## src/rtl/async_dual_port_8_16.sv

```systemverilog
// rtl/async_dual_port_8_16.sv - 8x16 simple dual-port RAM with registered read port
//
// Purpose:
//   Register-file style buffer between a producer that writes by address
//   and a consumer that reads by address. Both ports share one clock.
//   Reads have one cycle of latency, and read data is registered.
//   A read and a write to the same address in the same cycle return the
//   incoming write data (write-first).
//
// Ports:
//   clk      in   single clock, all state updates on the rising edge
//   rst      in   synchronous active-high reset; clears memory, dout and rd_valid
//   we       in   write enable
//   wr_addr  in   write address [ADDR_W-1:0]
//   din      in   write data [DATA_W-1:0]
//   re       in   read enable
//   rd_addr  in   read address [ADDR_W-1:0]
//   dout     out  registered read data [DATA_W-1:0]; holds while re is low
//   rd_valid out  high for the one cycle after an accepted read

module async_dual_port_8_16 #(
    parameter int DATA_W = 16,
    parameter int ADDR_W = 3
) (
    input  logic              clk,
    input  logic              rst,
    input  logic              we,
    input  logic [ADDR_W-1:0] wr_addr,
    input  logic [DATA_W-1:0] din,
    input  logic              re,
    input  logic [ADDR_W-1:0] rd_addr,
    output logic [DATA_W-1:0] dout,
    output logic              rd_valid
);

    localparam int DEPTH = 1 << ADDR_W;

    logic [DATA_W-1:0] mem [DEPTH];
    logic [DATA_W-1:0] rd_word;
    logic              collide;

    // Same-address read and write in one cycle forward the new data so
    // the consumer never sees the stale word.
    always_comb begin
        collide = we && (wr_addr == rd_addr);
        rd_word = collide ? din : mem[rd_addr];
    end

    // Reset clears every word, so the memory is held in flops rather
    // than an inferred RAM macro.
    always_ff @(posedge clk) begin
        if (rst) begin
            for (int i = 0; i < DEPTH; i++) begin
                mem[i] <= '0;
            end
        end else if (we) begin
            mem[wr_addr] <= din;
        end
    end

    always_ff @(posedge clk) begin
        if (rst) begin
            dout     <= '0;
            rd_valid <= 1'b0;
        end else begin
            rd_valid <= re;
            if (re) begin
                dout <= rd_word;
            end
        end
    end

endmodule

```

## config.mk

```make
export PLATFORM = sky130hd
export DESIGN_NAME = async_dual_port_8_16
export DESIGN_NICKNAME = d
export VERILOG_FILES = /design/src/rtl/async_dual_port_8_16.sv
export SDC_FILE = /design/constraint.sdc
export NUM_CORES = 1
export LEC_CHECK = 0
export ABC_CLOCK_PERIOD_IN_PS = 2450
export BUFFER_PORTS_ARGS = -buffer_cell sky130_fd_sc_hd__buf_4
export CELL_PAD_IN_SITES_DETAIL_PLACEMENT = 0
export CELL_PAD_IN_SITES_GLOBAL_PLACEMENT = 1
export CORE_UTILIZATION = 51
export DETAILED_ROUTE_END_ITERATION = 12
export PLACE_DENSITY_LB_ADDON = 0.1
export SLEW_MARGIN = 20
export SYNTH_ARGS = -nofsm -noshare
export SYNTH_HDL_FRONTEND = slang
export SYNTH_SLANG_ARGS = --single-unit
```

## constraint.sdc

```tcl
create_clock -name clk -period 2.45 [get_ports clk]
set_input_delay 0.49 -clock clk [delete_from_list [all_inputs] [get_ports clk]]
set_output_delay 0.49 -clock clk [all_outputs]
set_load 0.005 [all_outputs]
```

==> Yosys cells after proc, flatten, opt, wreduce, memory -nomap -nowiden <==
Memories as Yosys holds them, arrays and structs flattened. A register that Yosys moved wholly into a read port is not among the register bits.
Cells that the tools add are included.
{ "totals": {"register_bits": 1, "mem_count": 1, "mem_bits_rw": 128} }
{ "memory_table": {"columns": ["memory", "depth", "width", "rd", "rd_ports_with_merged_regs", "wr", "line", "source"], "rows": [
  ["mem", 8, 16, 1, 1, 8, "38", "logic [DATA_W-1:0] mem [DEPTH];"]
]} }
{ "classes": {"n_reduce_logical": 1, "muxes": 8} }
{ "op_table": {"columns": ["op", "n"], "rows": [
  ["$mux 16", 1],
  ["$reduce_or 16->1", 1],
  ["$mux 1", 6],
  ["$mux 3", 1]
]} }

==> Depth between registers and ports, before layout <==
Gate-level depths: netlist of run 1.
{ "depth": {"depth_word": 5, "mapped_depth": 7} }

==> Worst setup path before layout of run 1 <==
Ideal clock, no wire load.
{ "synth_timing": {"kind": "input -> register", "from": "input rd_addr[2]", "to": "register dout[15] (read register of mem)", "t_arrival_ns": 1.807, "required_time_ns": 2.328, "setup_ns": 0.122, "path_buffers": 3, "cell_stages": 7, "slack_ns": 0.521, "path_cell_list": "buf_6 buf_2 buf_2 mux4_2 mux2i_1 nor2_1 a221o_1"} }
{ "synth_rtl": {"columns": ["element", "line", "source"], "rows": [
  ["start: declaration", "31", "input logic [ADDR_W-1:0] rd_addr,"],
  ["end: declaration", "32", "output logic [DATA_W-1:0] dout,"]
]} }

==> results of run 1 <==
worst max path at each step:
stage               start       end  slack [ns]  cells after the start
2_1_floorplan  rd_addr[2]  dout[15]        0.52                      7
3_3_place_gp   rd_addr[1]   dout[5]        0.16                      5
3_5_place_dp   rd_addr[1]  dout[11]        0.13                      5
4_1_cts        rd_addr[1]  dout[11]        0.57                      5
5_1_grt        rd_addr[1]  dout[11]        0.44                      5
6_report       rd_addr[1]  dout[11]        0.58                      5
critical path: stages:
cell	delay, ns
buf_4	0.38
xor2_1	0.20
nor4_1	0.23
and2_1	0.65
a221o_1	0.27
area by class of cell:
class	count	area, sq um
clock buffers	26	499
repair buffers	56	420
clock inverters	6	30.0
fillers	945	4690
flip-flops and latches	145	4180
multi-input cells	260	2130
well taps	168	210
layout by cell type, fill, tap and decap left out, drive strengths merged:
cell type  instances
a211o              6
a221o             16
a221oi             6
and2             129
buf               56
clkbuf            26
clkinv             5
clkinvlp           1
dfxtp             17
edfxtp           128
mux2               6
mux2i             16
mux4              20
nand2              3
nand2b             5
nor2              17
nor2b              2
nor3               8
nor4               1
o221ai             6
o22ai              6
o41ai              1
or2                9
xor2               3
per-layer routing:
layer / track usage [%] / up-vias / share of wire (%)
li1: - / 1723 / -
met1: 29.9 / 1885 / 41
met2: 41.6 / 90 / 53
met3: 4.29 / 21 / 4.3
met4: 8.83 / 0 / 1.6
met5: 0 / - / 0
cell families (layout without fill, tap and decap cells):
| kind of cell | after synthesis | count (layout) | share of synthesized area (%) |
|---|---|---|---|
| and+or+nand+nor | 174 | 174 | 16.0 |
| DFF | 145 | 145 | 64.9 |
| muxes | 42 | 42 | 10.5 |
| AOI/OAI and AO/OA | 41 | 41 | 5.94 |
| buffers and inverters | 27 | 88 | 2.08 |
| xor gates and xnor gates | 3 | 3 | 0.524 |
power by group through the flow:
stage,Sequential (mW),Combinational [mW],Clock (mW)
finish,2.90,0.444,2.32
global route,2.91,0.482,2.45
floorplan,2.93,0.267,0
global placement,2.95,0.442,0
CTS,2.90,0.450,2.35
detailed placement,2.95,0.449,0
metrics by stage:
stage                     instances  power, mW
after floorplan                 432       3.20
after global placement          629       3.39
after detailed placement        629       3.40
after CTS                       661       5.70
after global routing            661       5.85
final                           661       5.66
state kept, by name, indices dropped and copies added (netlist names):
register  count
mem         128
dout         16
rd_valid      1
==> flow_summary_export.csv, run 1 <==
group,metric,value,unit
drt,avgRoutedWirePerCell,21.5,um
placed_design,place.detailed.hpwl,8370,um
floorplan,die_area,13100,sq um
min_path,min_path_cells,2,
power,p_sw_share,21.6,%
placed_design,gp_congestion,0.723,
critical_path,worstPathMaxFanout,22,
yosys,postSynthAreaPerCell,14.9,sq um
drt,drt_iter0_markers,210,
placed_design,pre_cts_slack,0.134,ns
floorplan,rows,40,
grt,grt_max_degree,23,
floorplan,die_x,114,um
yosys,yosys-top-cells-area,"edfxtp_1 (60%), and2_1 (13%), mux4_2 (7.0%), dfxtp_1 (5.3%), a221o_1 (2.5%)",
cells_and_area,fin_area,7470,sq um
yosys,syn-instance-count,432,
cts,cts-resized-gates,0,
sta,fmax,0.534,GHz
yosys,yosys.cell_count.top_type,"and2_1",
drt,via_per_inst,5.63,
critical_path,r2r_setup_slack,0.99,ns
yosys,synth.distinct_cells,27,
grt,grt-ovfl-total,0,
min_path,whs_endpoint,"dout[6]",
power,p_int,4.44,mW
grt,track_usage,23.9,%
yosys,synth_edf_count,128,
yosys,ys_ff_latch,145,
critical_path,r2r_end,"dout[11]",
cells_and_area,fin_util,61.4,%
yosys,synthTopCellsByCount,"and2_1 (129), edfxtp_1 (128), mux4_2 (20), dfxtp_1 (17), nor2_1 (17)",
cells_and_area,drive_above_1_share,24.1,%
grt,grt_pass1_vias,3796,
yosys,synthFlopType,"edfxtp_1",
power,pwr-share-clk,41.0,%
cts,cts_tree,"yes",
sta,period_minus_slack,1.87,ns
sta,whs,0.348,ns
power,power.density,758,nW/um^2
grt,grt_pass1_wl,21900,um
sta,setup_viol,0,
flow_run,maxCapViolCount,0,
cts,cts.clk_slew.worst_paths,0.06,ns
cells_and_area,nets,506,
cts,holdBufCountCts,0,
cts,clkSinkCount,145,
power,p_leak,2.76,nW
min_path,hp-class,"in -> reg",
yosys,ys_seq_area_share,64.9,%
cts,cts_buffer_depth,2,
yosys,yosysWarnings,0,
critical_path,reg2reg_from,"mem[7][11]",
sta,maxSlewHeadroom,49.6,%
cts,clock_latency,0.42,ns
sta,fin_worst_skew,0.00564,ns
cells_and_area,diodes,0,
critical_path,end_kind,"register",
cts,cts_inserted_buffers,17,
power,seq_power_share,51.2,%
critical_path,crit_arrival,2.23,ns
yosys,yosys.area.top_type_share,59.6,%
min_path,worstHoldStart,"din[6]",
power,switching_power,1.22,mW
drt,firstDrtPassIters,4,
power,irDropWorstVdd,0.417,mV
placed_design,port_buffers,42,
yosys,synth_area,6450,sq um
critical_path,startpoint_type,"input pin",
cts,cts_setup_buffers,0,
drt,ant_nets,0,
cts,htree_levels,4,
sta,fin_crit_sh,76.5,%
placed_design,placedInstanceArea,6940,sq um
status,outcome,"finished, final reports clean",
floorplan,start_util,53.0,%
cts,root_buffer,"clkbuf_16",
sta,drv_slew,0,
drt,num_vias,3719,
sta,rsz0062_at_grt,"no",
yosys,yosysTopAreaCell,"edfxtp_1",
floorplan,die_h,114,um
critical_path,critPathRequiredTime,2.81,ns
critical_path,reg2reg_depth,4,
drt,wl,14200,um
sta,setup_ws,0.576,ns
sta,hold_viol,0,
sta,tns,0,ns
power,pwr-share-comb,7.8,%
grt,antenna_found_initial,0,
floorplan,core,12200,sq um
critical_path,crit_type,"in -> reg",
cells_and_area,flow.area_growth_from_synthesis,15.9,%
yosys,synth_fp_nets,458,
yosys,synth_async_sr_flop_share,0,%
floorplan,io-pin-count,43,
sta,worstMarginPinSlew,0.755,ns
drt,drc,0,
No activity file was read; power rests on OpenSTA's default activity.
==> run 2: changes to the inputs <==
--- a/config.mk
+++ b/config.mk
@@ -5,7 +5,7 @@
 export SDC_FILE = /design/constraint.sdc
 export NUM_CORES = 1
 export LEC_CHECK = 0
-export ABC_CLOCK_PERIOD_IN_PS = 2450
+export ABC_CLOCK_PERIOD_IN_PS = 1950
 export BUFFER_PORTS_ARGS = -buffer_cell sky130_fd_sc_hd__buf_4
 export CELL_PAD_IN_SITES_DETAIL_PLACEMENT = 0
 export CELL_PAD_IN_SITES_GLOBAL_PLACEMENT = 1
==> constraint.sdc (replaced) <==
create_clock -name clk -period 1.95 [get_ports clk]
set_input_delay 0.39 -clock clk [delete_from_list [all_inputs] [get_ports clk]]
set_output_delay 0.39 -clock clk [all_outputs]
set_load 0.005 [all_outputs]
==> flow_summary_export.csv, run 2 (synthesis gave the netlist of run 1 again) <==
group,metric,value,unit
sta,rsz0062_at_grt,"no",
cts,cts_tree,"yes",
sta,setup_ws,0.516,ns
grt,track_usage,25.0,%
sta,fin_crit_sh,73.6,%
drt,drc,0,
sta,fmax,0.697,GHz
cts,holdBufCountCts,0,
drt,num_vias,3760,
sta,tns,0,ns
cts,cts_setup_buffers,0,
power,p_leak,2.87,nW
sta,fin_worst_skew,0.00748,ns
sta,whs,0.251,ns
cells_and_area,top_regs,"mem (128), dout (16), rd_valid (1)",
cells_and_area,drive_above_1_share,27.1,%
drt,firstDrtPassIters,4,
grt,grt_max_degree,26,
critical_path,crit_arrival,1.74,ns
power,irDropWorstVdd,0.550,mV
floorplan,rows,40,
cells_and_area,largest_reg_flops,128,
status,outcome,"finished, final reports clean",
cts,cts_inserted_buffers,17,
cts,cts-resized-gates,0,
floorplan,die_x,114,um
critical_path,crit_type,"reg -> reg",
cells_and_area,top_register,"mem",
critical_path,worstPathMaxFanout,1,
drt,wl,14700,um
drt,drt_iter0_markers,239,
cells_and_area,fillers,939,
floorplan,die_area,13100,sq um
drt,avgRoutedWirePerCell,21.6,um
cts,htree_levels,4,
floorplan,io-pin-count,43,
grt,antenna_found_initial,0,
floorplan,start_util,53.0,%
cts,root_buffer,"clkbuf_16",
sta,setup_viol,0,
sta,maxSlewHeadroom,72.1,%
cts,cts_buffer_depth,2,
cells_and_area,layout_commonest_cell,"and2_1",
cells_and_area,final_cell_mix,"and2_1 (129), edfxtp_1 (128), buf_4 (68), mux4_2 (20)",
drt,wl_met1,5740,um
drt,wl_met3,811,um
floorplan,die_h,114,um
critical_path,end_kind,"register",
placed_design,place.detailed.hpwl,9290,um
sta,hold_viol,0,
cts,cts.clk_slew.worst_paths,0.06,ns
drt,ant_nets,0,
placed_design,port_buffers,42,
flow_run,maxCapViolCount,0,
drt,wl_met2,7870,um
sta,period_minus_slack,1.43,ns
grt,grt-ovfl-total,0,
min_path,hp-class,"in -> reg",
cts,clock_latency,0.42,ns
critical_path,startpoint_type,"register",
drt,via_per_inst,5.52,
cells_and_area,nets,526,
grt,grt_pass1_wl,22800,um
cts,clkSinkCount,145,
placed_design,pre_cts_slack,0.114,ns
power,power.density,915,nW/um^2
grt,grt_pass1_vias,3984,
cells_and_area,flow.area_growth_from_synthesis,19.4,%
cells_and_area,diodes,0,
critical_path,critPathRequiredTime,2.25,ns
placed_design,gp_congestion,0.751,
floorplan,core,12200,sq um
drt,top_layer,"met4",
sta,worstMarginPinSlew,0.417,ns
sta,drv_slew,0,
run 2: changes by cell type in the layout (fill, tap and decap cells not counted), sizes merged:
cell and change:
buf +20, clkbuf -7, clkinv +4, clkinvlp +3
run 2: final cells by class:
type / instances / area [sq um] / share of cell area [%]
multi-input cells: 260 / 2130 / 27.6
repair buffers: 76 / 671 / 8.71
flip-flops and latches: 145 / 4180 / 54.3
clock buffers: 19 / 433 / 5.62
well taps: 168 / 210 / 2.73
clock inverters: 13 / 72.6 / 0.943
run 2: path summary, 6_finish.rpt:
check	endpoint	slack, ns	startpoint	depth (start not counted)
setup / recovery	dout[9]	0.52	mem[7][9]	4
hold reg to reg	dout[0]	0.51	dout[0]	1
setup reg to reg	dout[9]	0.52	mem[7][9]	4
hold / removal	dout[14]	0.25	din[14]	2
run 2: per-layer routing:
layer  global-route usage [%]  vias up
li1                         -     1763
met1                     29.8     1865
met2                     44.0      104
met3                     5.45       28
met4                     10.4        0
met5                        0        -
run 2: stage by stage:
stage / cells / area, sq um / util (%) / power, mW
3_3_place_gp: 649 / 7190 / 59.1 / 4.32
3_5_place_dp: 649 / 7190 / 59.1 / 4.34
5_1_grt: 681 / 7700 / 63.3 / 7.26
6_report: 681 / 7700 / 63.3 / 7.05
4_1_cts: 681 / 7700 / 63.3 / 7.10
2_1_floorplan: 432 / 6450 / - / 4.02
run 2: worst max-delay path, cell delays in order, from the launching register on:
cell      delay [ns]
edfxtp_1        0.36
mux4_2          0.48
mux2i_1         0.17
nor2_1          0.06
a221o_1         0.25
run 2: power by group:
group	switching (mW)	total (mW)	leakage, nW	internal, mW
Clock	1.19	2.78	0.236	1.59
Sequential	0.0661	3.64	1.37	3.58
Combinational	0.317	0.622	1.26	0.305
Total	1.57	7.05	2.87	5.47
==> run 3: changes to the inputs <==
--- a/config.mk
+++ b/config.mk
@@ -5,7 +5,7 @@
 export SDC_FILE = /design/constraint.sdc
 export NUM_CORES = 1
 export LEC_CHECK = 0
-export ABC_CLOCK_PERIOD_IN_PS = 1950
+export ABC_CLOCK_PERIOD_IN_PS = 1400
 export BUFFER_PORTS_ARGS = -buffer_cell sky130_fd_sc_hd__buf_4
 export CELL_PAD_IN_SITES_DETAIL_PLACEMENT = 0
 export CELL_PAD_IN_SITES_GLOBAL_PLACEMENT = 1
==> constraint.sdc (replaced) <==
create_clock -name clk -period 1.4 [get_ports clk]
set_input_delay 0.28 -clock clk [delete_from_list [all_inputs] [get_ports clk]]
set_output_delay 0.28 -clock clk [all_outputs]
set_load 0.005 [all_outputs]
==> flow_summary_export.csv, run 3 (synthesis gave the netlist of run 1 again) <==
group,metric,value,unit
cells_and_area,nets,545,
critical_path,end_kind,"register",
critical_path,crit_arrival,1.73,ns
power,p_leak,3.12,nW
sta,rsz0062_at_grt,"yes",
cts,root_buffer,"clkbuf_16",
cells_and_area,fillers,863,
floorplan,core,12200,sq um
cells_and_area,drive_above_1_share,32.7,%
cts,cts-resized-gates,0,
cells_and_area,top_register,"mem",
power,p_int,8.35,mW
drt,avgRoutedWirePerCell,20.7,um
placed_design,place.detailed.hpwl,9740,um
floorplan,rows,40,
power,pwr-share-comb,9.6,%
cts,clock_latency,0.42,ns
cts,cts_buffer_depth,2,
grt,antenna_found_initial,0,
cts,cts_tree,"yes",
floorplan,die_h,114,um
cells_and_area,fin_util,67.8,%
sta,tns,-0.0500,ns
drt,ant_nets,0,
flow_run,maxCapViolCount,0,
floorplan,io-pin-count,43,
cells_and_area,top_regs,"mem (128), dout (16), rd_valid (1)",
critical_path,worstPathMaxFanout,1,
drt,via_per_inst,5.49,
sta,period_minus_slack,1.41,ns
grt,grt_pass1_vias,3949,
cells_and_area,final_cell_mix,"and2_1 (129), edfxtp_1 (128), buf_4 (71), buf_12 (24), mux4_2 (20)",
power,switching_power,2.23,mW
floorplan,start_util,53.0,%
sta,hold_viol,0,
cells_and_area,flow.area_growth_from_synthesis,27.9,%
cts,cts.clk_slew.worst_paths,0.06,ns
grt,grt_pass1_wl,22500,um
cells_and_area,largest_reg_flops,128,
placed_design,placedInstanceArea,7660,sq um
drt,wl,14500,um
sta,fin_worst_skew,0.00361,ns
sta,fin_crit_sh,101,%
power,irDropWorstVdd,0.887,mV
sta,setup_ws,-0.0139,ns
floorplan,die_x,114,um
cts,cts_inserted_buffers,17,
sta,worstMarginPinSlew,0.308,ns
grt,track_usage,24.7,%
drt,drc,0,
cts,htree_levels,4,
sta,drv_slew,0,
cts,cts_setup_buffers,0,
min_path,hp-class,"in -> reg",
status,violations,"negative setup slack",
power,pwr-share-clk,42.4,%
critical_path,critPathRequiredTime,1.71,ns
grt,grt-ovfl-total,0,
min_path,worstHoldStart,"din[1]",
cts,clkSinkCount,145,
sta,setup_viol,5,
power,seq_power_share,47.9,%
placed_design,pre_cts_slack,-0.357,ns
drt,firstDrtPassIters,4,
cells_and_area,fin_area,8250,sq um
critical_path,reg2reg_from,"mem[5][6]",
critical_path,startpoint_type,"register",
critical_path,crit_type,"reg -> reg",
drt,num_vias,3844,
sta,whs,0.137,ns
status,outcome,"finished, violations left",
grt,grt_max_degree,17,
cells_and_area,diodes,0,
critical_path,cp-startpoint,"mem[5][6]",
cells_and_area,layout_commonest_cell,"and2_1",
drt,drt_iter0_markers,241,
sta,fmax,0.707,GHz
power,p_sw_share,21.1,%
power,power.density,1280,nW/um^2
placed_design,port_buffers,42,
placed_design,gp_congestion,0.788,
floorplan,die_area,13100,sq um
sta,maxSlewHeadroom,79.4,%
## run 3: through the flow
stage,total power [mW],std cells
floorplan,5.65,432
global placement,6.17,668
detailed placement,6.20,668
CTS,10.7,700
global route,10.9,700
finish,10.6,700
## run 3: area by class of cell
type                    count  area (sq um)  area share [%]
repair buffers             95          1010            12.3
multi-input cells         260          2250            27.3
flip-flops and latches    145          4180            50.7
clock inverters            12           140            1.70
well taps                 168           210            2.55
clock buffers              20           447            5.42
## run 3: worst max-delay path: stages (launching register included)
cell,delay [ns]
edfxtp_1,0.39
mux4_2,0.47
mux2i_1,0.14
nor2_1,0.06
a221o_1,0.25
## run 3: power by group through the flow
stage,sequential [mW],clock (mW),combinational (mW)
after floorplan,5.13,0,0.521
after global placement,5.15,0,1.02
after detailed placement,5.17,0,1.03
after CTS,5.08,4.54,1.03
after global routing,5.10,4.69,1.09
final,5.07,4.49,1.02
## run 3: per-layer routing
layer | vias up | global-route usage [%] | wire (um)
met4 | 0 | 11.1 | 405
met1 | 1930 | 31.4 | 6380
met2 | 86 | 41.4 | 7170
met3 | 25 | 4.92 | 549
li1 | 1803 | - | -
met5 | - | 0 | 0
## run 3: repair_timing
item / 4_1_cts / 5_1_grt
hold buffers: 0 / 0
setup endpoints to repair: 7 / 11
pin swaps: 7 / 3
## run 3: final timing paths
| path | to | slack, ns | depth (start not counted) |
|---|---|---|---|
| setup / recovery | dout[6] | -0.01 | 4 |
| setup reg to reg | dout[6] | -0.01 | 4 |
| hold reg to reg | dout[12] | 0.49 | 1 |
| hold / removal | dout[1] | 0.14 | 2 |
